`src/rtl/calc_pkg.sv`:
```
// Shared calculator definitions: debouncer state encoding and default qualification length.
package calc_pkg;

  localparam int unsigned DEBOUNCE_CYCLES_DEFAULT = 500000;

  typedef enum logic [1:0] {
    IDLE         = 2'd0,
    PRESS_WAIT   = 2'd1,
    HELD         = 2'd2,
    RELEASE_WAIT = 2'd3
  } debounce_state_t;

endpackage

```
`src/rtl/button_debouncer_if.sv`:
```
// Button pin in, debounced level and press/release strobes out.
interface button_debouncer_if;

  logic btn_raw;
  logic btn_level;
  logic press_pulse;
  logic release_pulse;
  logic busy;

  modport master (
    output btn_raw,
    input  btn_level,
    input  press_pulse,
    input  release_pulse,
    input  busy
  );

  modport slave (
    input  btn_raw,
    output btn_level,
    output press_pulse,
    output release_pulse,
    output busy
  );

endinterface

```
`src/rtl/sync_2ff.sv`:
```
// Two-flop synchroniser for a single asynchronous input; both flops clear on reset.
module sync_2ff (
  input  logic clk,
  input  logic reset,
  input  logic d,
  output logic q
);

  logic meta_q;
  logic sync_q;

  always_ff @(posedge clk or negedge reset) begin
    if (!reset) begin
      meta_q <= 1'b0;
      sync_q <= 1'b0;
    end else begin
      meta_q <= d;
      sync_q <= meta_q;
    end
  end

  assign q = sync_q;

endmodule

```
`src/rtl/button_debouncer.sv`:
```
// Debounces the progress push-button: synchronise, qualify each edge for DEBOUNCE_CYCLES
// stable cycles, then emit a clean level plus one-cycle press/release strobes.
module button_debouncer
  import calc_pkg::*;
#(
  parameter int unsigned DEBOUNCE_CYCLES = DEBOUNCE_CYCLES_DEFAULT
) (
  input  logic               clk,
  input  logic               reset,
  button_debouncer_if.slave  bus
);

  localparam int unsigned CNT_W = $clog2(DEBOUNCE_CYCLES + 1);
  localparam logic [CNT_W-1:0] CNT_TERM = CNT_W'(DEBOUNCE_CYCLES - 1);

  logic            sync;
  debounce_state_t state_q, state_d;
  logic [CNT_W-1:0] cnt_q, cnt_d;
  logic level_q, level_d;
  logic press_q, press_d;
  logic release_q, release_d;
  logic busy_q, busy_d;

  sync_2ff u_sync (
    .clk   (clk),
    .reset (reset),
    .d     (bus.btn_raw),
    .q     (sync)
  );

  // Next state; the counter restarts from zero whenever the state changes.
  always_comb begin
    state_d   = state_q;
    cnt_d     = '0;
    press_d   = 1'b0;
    release_d = 1'b0;
    unique case (state_q)
      IDLE: begin
        if (sync) state_d = PRESS_WAIT;
      end
      PRESS_WAIT: begin
        if (!sync) begin
          state_d = IDLE;
        end else if (cnt_q == CNT_TERM) begin
          state_d = HELD;
          press_d = 1'b1;
        end else begin
          cnt_d = cnt_q + CNT_W'(1);
        end
      end
      HELD: begin
        if (!sync) state_d = RELEASE_WAIT;
      end
      RELEASE_WAIT: begin
        if (sync) begin
          state_d = HELD;
        end else if (cnt_q == CNT_TERM) begin
          state_d   = IDLE;
          release_d = 1'b1;
        end else begin
          cnt_d = cnt_q + CNT_W'(1);
        end
      end
      default: state_d = IDLE;
    endcase
    level_d = (state_d == HELD) || (state_d == RELEASE_WAIT);
    busy_d  = (state_d == PRESS_WAIT) || (state_d == RELEASE_WAIT);
  end

  always_ff @(posedge clk or negedge reset) begin
    if (!reset) begin
      state_q   <= IDLE;
      cnt_q     <= '0;
      level_q   <= 1'b0;
      press_q   <= 1'b0;
      release_q <= 1'b0;
      busy_q    <= 1'b0;
    end else begin
      state_q   <= state_d;
      cnt_q     <= cnt_d;
      level_q   <= level_d;
      press_q   <= press_d;
      release_q <= release_d;
      busy_q    <= busy_d;
    end
  end

  assign bus.btn_level     = level_q;
  assign bus.press_pulse   = press_q;
  assign bus.release_pulse = release_q;
  assign bus.busy          = busy_q;

endmodule
```
`src/flat_wrapper.sv`:
```
// flat-port wrapper written by rule: the top's interface ports become plain ports
module button_debouncer_flat import calc_pkg::*;
#(
  parameter int unsigned DEBOUNCE_CYCLES = DEBOUNCE_CYCLES_DEFAULT
)
  (clk, reset, bus_btn_raw, bus_btn_level, bus_press_pulse, bus_release_pulse, bus_busy);
  button_debouncer_if bus_i ();
  input  logic clk;
  input  logic reset;
  input wire logic [$bits(bus_i.btn_raw)-1:0] bus_btn_raw;
  output wire logic [$bits(bus_i.btn_level)-1:0] bus_btn_level;
  output wire logic [$bits(bus_i.press_pulse)-1:0] bus_press_pulse;
  output wire logic [$bits(bus_i.release_pulse)-1:0] bus_release_pulse;
  output wire logic [$bits(bus_i.busy)-1:0] bus_busy;
  assign bus_i.btn_raw = bus_btn_raw;
  assign bus_btn_level = bus_i.btn_level;
  assign bus_press_pulse = bus_i.press_pulse;
  assign bus_release_pulse = bus_i.release_pulse;
  assign bus_busy = bus_i.busy;
  button_debouncer #(.DEBOUNCE_CYCLES(DEBOUNCE_CYCLES)) u_core (.clk(clk), .reset(reset), .bus(bus_i));
endmodule
```
`config.mk`:
```
export PLATFORM = sky130hd
export DESIGN_NAME = button_debouncer_flat
export DESIGN_NICKNAME = d
export VERILOG_FILES = /design/src/rtl/calc_pkg.sv /design/src/rtl/button_debouncer_if.sv /design/src/rtl/sync_2ff.sv /design/src/rtl/button_debouncer.sv /design/src/flat_wrapper.sv
export SDC_FILE = /design/constraint.sdc
export NUM_CORES = 1
export LEC_CHECK = 0
export ABC_AREA = 1
export BUFFER_PORTS_ARGS = -buffer_cell sky130_fd_sc_hd__buf_2
export CAP_MARGIN = 5
export CORE_UTILIZATION = 30
export DETAILED_ROUTE_END_ITERATION = 10
export SLEW_MARGIN = 10
export SYNTH_ARGS = -nofsm -noshare
export SYNTH_HDL_FRONTEND = slang
export SYNTH_SLANG_ARGS = --single-unit
```
`constraint.sdc`:
```
create_clock -name clk -period 3.53 [get_ports clk]
set_input_delay 0.706 -clock clk [delete_from_list [all_inputs] [get_ports clk]]
set_output_delay 0.706 -clock clk [all_outputs]
set_load 0.01 [all_outputs]
```
==> flow_metrics.env <==
export IMPL_drt_wirelength_per_cell_microns=10.8
export IMPL_final_hold_viol_count=0
export IMPL_final_antenna_net_count=0
export IMPL_cts_hold_buffers=0
export IMPL_grt_start_max_net_pins=27
export IMPL_synth_distinct_cells=20
export IMPL_drtPass1Iterations=4
export IMPL_place_detailed_hpwl_microns=1870
export IMPL_cts_tree="done"
export IMPL_worstSetupStartpointType="register"
export IMPL_clock_path_buffers=2
export IMPL_fin_setup_tns_ps=0
export IMPL_achievable_frequency_mhz=593
export IMPL_worstMarginPinSlew_ps=571
export IMPL_synthesis_nets=178
export IMPL_io_pins=7
export IMPL_required_worst_endpoint_ps=3690
export IMPL_post_synth_inst_count=174
export IMPL_clock_skew_final_ps=3.21
export IMPL_worst_hold_startpoint="u_core.u_sync.meta_q$_DFF_PN0_"
export IMPL_worst_slew_margin_rel_pct=62.0
export IMPL_initialDrtViolationCount=65
export IMPL_final_area_sq_mm=0.00151
export IMPL_drt_vias_per_instance=4.45
export IMPL_outcome="finished, final reports clean"
export IMPL_buffers_and_inverters_on_the_worst_path=2
export IMPL_synth_enable_flop_cells=0
export IMPL_final_max_slew_viol_count=0
export IMPL_h_tree_depth=1
export IMPL_r2r_cells=8
export IMPL_antenna_diode_count=0
export IMPL_post_dp_cell_area_sq_mm=0.00145
export IMPL_cts_repair_resize_count=0
export IMPL_cp_cell_sequence="ha_1 > nand3_2 > clkinv_1 > nand3_1 > nor2_2 > nor2_4 > inv_2 > nor2_1"
export IMPL_die_y_microns=69.5
export IMPL_p_leak_nw=0.614
export IMPL_insertion_delay_ps=270
export IMPL_numCtsBuffers=3
export IMPL_cellPowerDensity_mw_per_mm2=341
export IMPL_port_buffer_count=6
export IMPL_timing_final_crit_period_ps=1690
export IMPL_timing_critical_path_max_delay_family="simple AND/OR/NAND/NOR gates"
export IMPL_grt_overflow_total=0
export IMPL_post_layout_total_power_uw=514
export IMPL_grt_setup_unrepaired="no"
export IMPL_yosys_warnings=0
export IMPL_floorplan_core_area_sq_mm=0.00435
export IMPL_hold_path_cell_count=0
export IMPL_endpoint_of_the_worst_register_to_register_path="u_core.cnt_q[4]$_DFF_PN0_"
export IMPL_yosys_register_bits=26
export IMPL_cap_violations=0
export IMPL_antenna_found_initial=0
export IMPL_dieArea_sq_mm=0.00483
export IMPL_clock_tree_root_cell="clkbuf_8"
export IMPL_drc=0
export IMPL_critPathSlowestCell="dfrtp_1"
export IMPL_dieWidth_microns=69.5
export IMPL_synth_area_sq_mm=0.00137
export IMPL_initial_utilization_pct=31.4
export IMPL_crit_reg2reg_launch="u_core.cnt_q[0]$_DFF_PN0_"
export IMPL_drt_wl_total_microns=2530
export IMPL_post_route_period_util_pct=47.7
export IMPL_num_fill_cells=447
export IMPL_path_max_fanout=11
export IMPL_groute_usage_overall_pct=11.6
export IMPL_holdCritPathClass="reg2reg"
export IMPL_regToRegSetupSlack_ps=1840
export IMPL_fp_row_count=24
export IMPL_gp_routability_congestion=0.809
export IMPL_crit_arrival_ps=1840
export IMPL_maximum_resistive_drop_on_vdd_v=0.000115
export IMPL_setup_viol=0
export IMPL_route_vias_total=1045
export IMPL_grt_first_pass_wirelength_microns=4360
export IMPL_syn2layout_area_growth_pct=10.2
export IMPL_multi_input_gate_area_in_the_final_layout_sq_um=622
export IMPL_synthesis_area_per_instance_sq_um=7.85
export IMPL_cts_setup_buffers=0
export IMPL_design_final_nets=188
export IMPL_timing_worst_setup_path_type="reg2reg"
export IMPL_clock_sink_count=26
export IMPL_cp_slowest_stage_delay_ps=420
export IMPL_fraction_of_final_layout_cells_with_drive_strength_greater_than_1_pct=15.3
export IMPL_clkTransAtPathRegs_ps=90
export IMPL_area_sequential_sq_um=651
export IMPL_yosys_most_used_dff="dfrtp_1"
export IMPL_worst_setup_path_end_kind="register"
export IMPL_synth_sequential_area_ratio_pct=47.6
export IMPL_grt_pass1_vias=1001
export IMPL_min_to="u_core.u_sync.q$_DFF_PN0_"
export IMPL_synthArstFlopShare_pct=100
## cell families after synthesis
logic type	Yosys count	share of synthesized area, %
AO/OA/AOI/OAI	3	1.10
XOR/XNOR	10	6.41
adder cells (fa/ha/maj)	1	0.916
buffers and inverters	23	6.87
flip-flops	26	47.6
AND/OR/NAND/NOR	111	37.1
## how the worst max path moves through the flow
| stage | start | depth (start not counted) | slack [ps] | to |
|---|---|---|---|---|
| floorplan | u_core.cnt_q[0]$_DFF_PN0_ | 9 | 2070 | u_core.cnt_q[7]$_DFF_PN0_ |
| detailed placement | u_core.cnt_q[0]$_DFF_PN0_ | 8 | 1850 | u_core.cnt_q[4]$_DFF_PN0_ |
| global placement | u_core.cnt_q[0]$_DFF_PN0_ | 8 | 1910 | u_core.cnt_q[4]$_DFF_PN0_ |
| finish | u_core.cnt_q[0]$_DFF_PN0_ | 8 | 1840 | u_core.cnt_q[4]$_DFF_PN0_ |
| CTS | u_core.cnt_q[0]$_DFF_PN0_ | 8 | 1840 | u_core.cnt_q[4]$_DFF_PN0_ |
| global route | u_core.cnt_q[0]$_DFF_PN0_ | 8 | 1750 | u_core.cnt_q[4]$_DFF_PN0_ |
## layout by cell type (no fill, tap or decap)
master and instances:
clkbuf_8 4, nand2_1 43, a21oi_1 1, nor2_4 3
inv_1 20, o21ai_1 1, buf_2 6, xor2_1 8
nand3_1 8, o21ai_0 1, ha_1 1, xnor2_1 2
nand3_2 1, nand4_1 5, clkinv_1 1, nor2_1 33
nor2_2 12, nor3_1 5, inv_2 1, nand2_2 1
dfrtp_1 26
## synth_stat cells (2+ instances only)
master	number	area share, %
inv_1	20	5.5
nor2_1	33	9.1
nor2_4	3	2.5
nor2_2	12	5.5
xnor2_1	2	1.3
nand3_1	8	2.9
xor2_1	8	5.1
dfrtp_1	26	48
nand4_1	5	2.3
nand2_1	43	12
nor3_1	5	1.8
## state kept, by name, summed over array words and instances (netlist names)
signal	count
u_core.u_sync.meta_q	1
u_core.state_q	2
u_core.bus.release_pulse	1
u_core.bus.btn_level	1
u_core.u_sync.q	1
u_core.bus.press_pulse	1
u_core.cnt_q	19
## cell type report
cell class                      instances  area share (%)
Sequential cell                        26            43.2
Multi-Input combinational cell        125            41.3
Inverter                               22            5.49
Tap cell                               52            4.32
Clock buffer                            4            3.66
Timing Repair Buffer                    6            2.00
## stage by stage
stage          utilization, %  std cells  hold slack, ps  setup slack [ps]
2_1_floorplan               -        174             331              2070
3_3_place_gp             33.3        231             334              1910
3_5_place_dp             33.3        231             336              1850
4_1_cts                  34.6        235             356              1840
5_1_grt                  34.6        235             375              1750
6_report                 34.6        235             354              1840
## where the power goes
part | switching (mW) | internal [mW]
sequential | 0.00225 | 0.300
clock | 0.0930 | 0.0998
combinational | 0.0142 | 0.00437
## routing by layer
layer / global-route usage (%) / vias to the layer above / share of wire, %
li1: - / 547 / -
met1: 15.1 / 469 / 51
met2: 17.3 / 20 / 42
met3: 1.74 / 9 / 2.8
met4: 8.62 / 0 / 4.0
met5: 0 / - / 0
(Power assumes the default switching activity.)
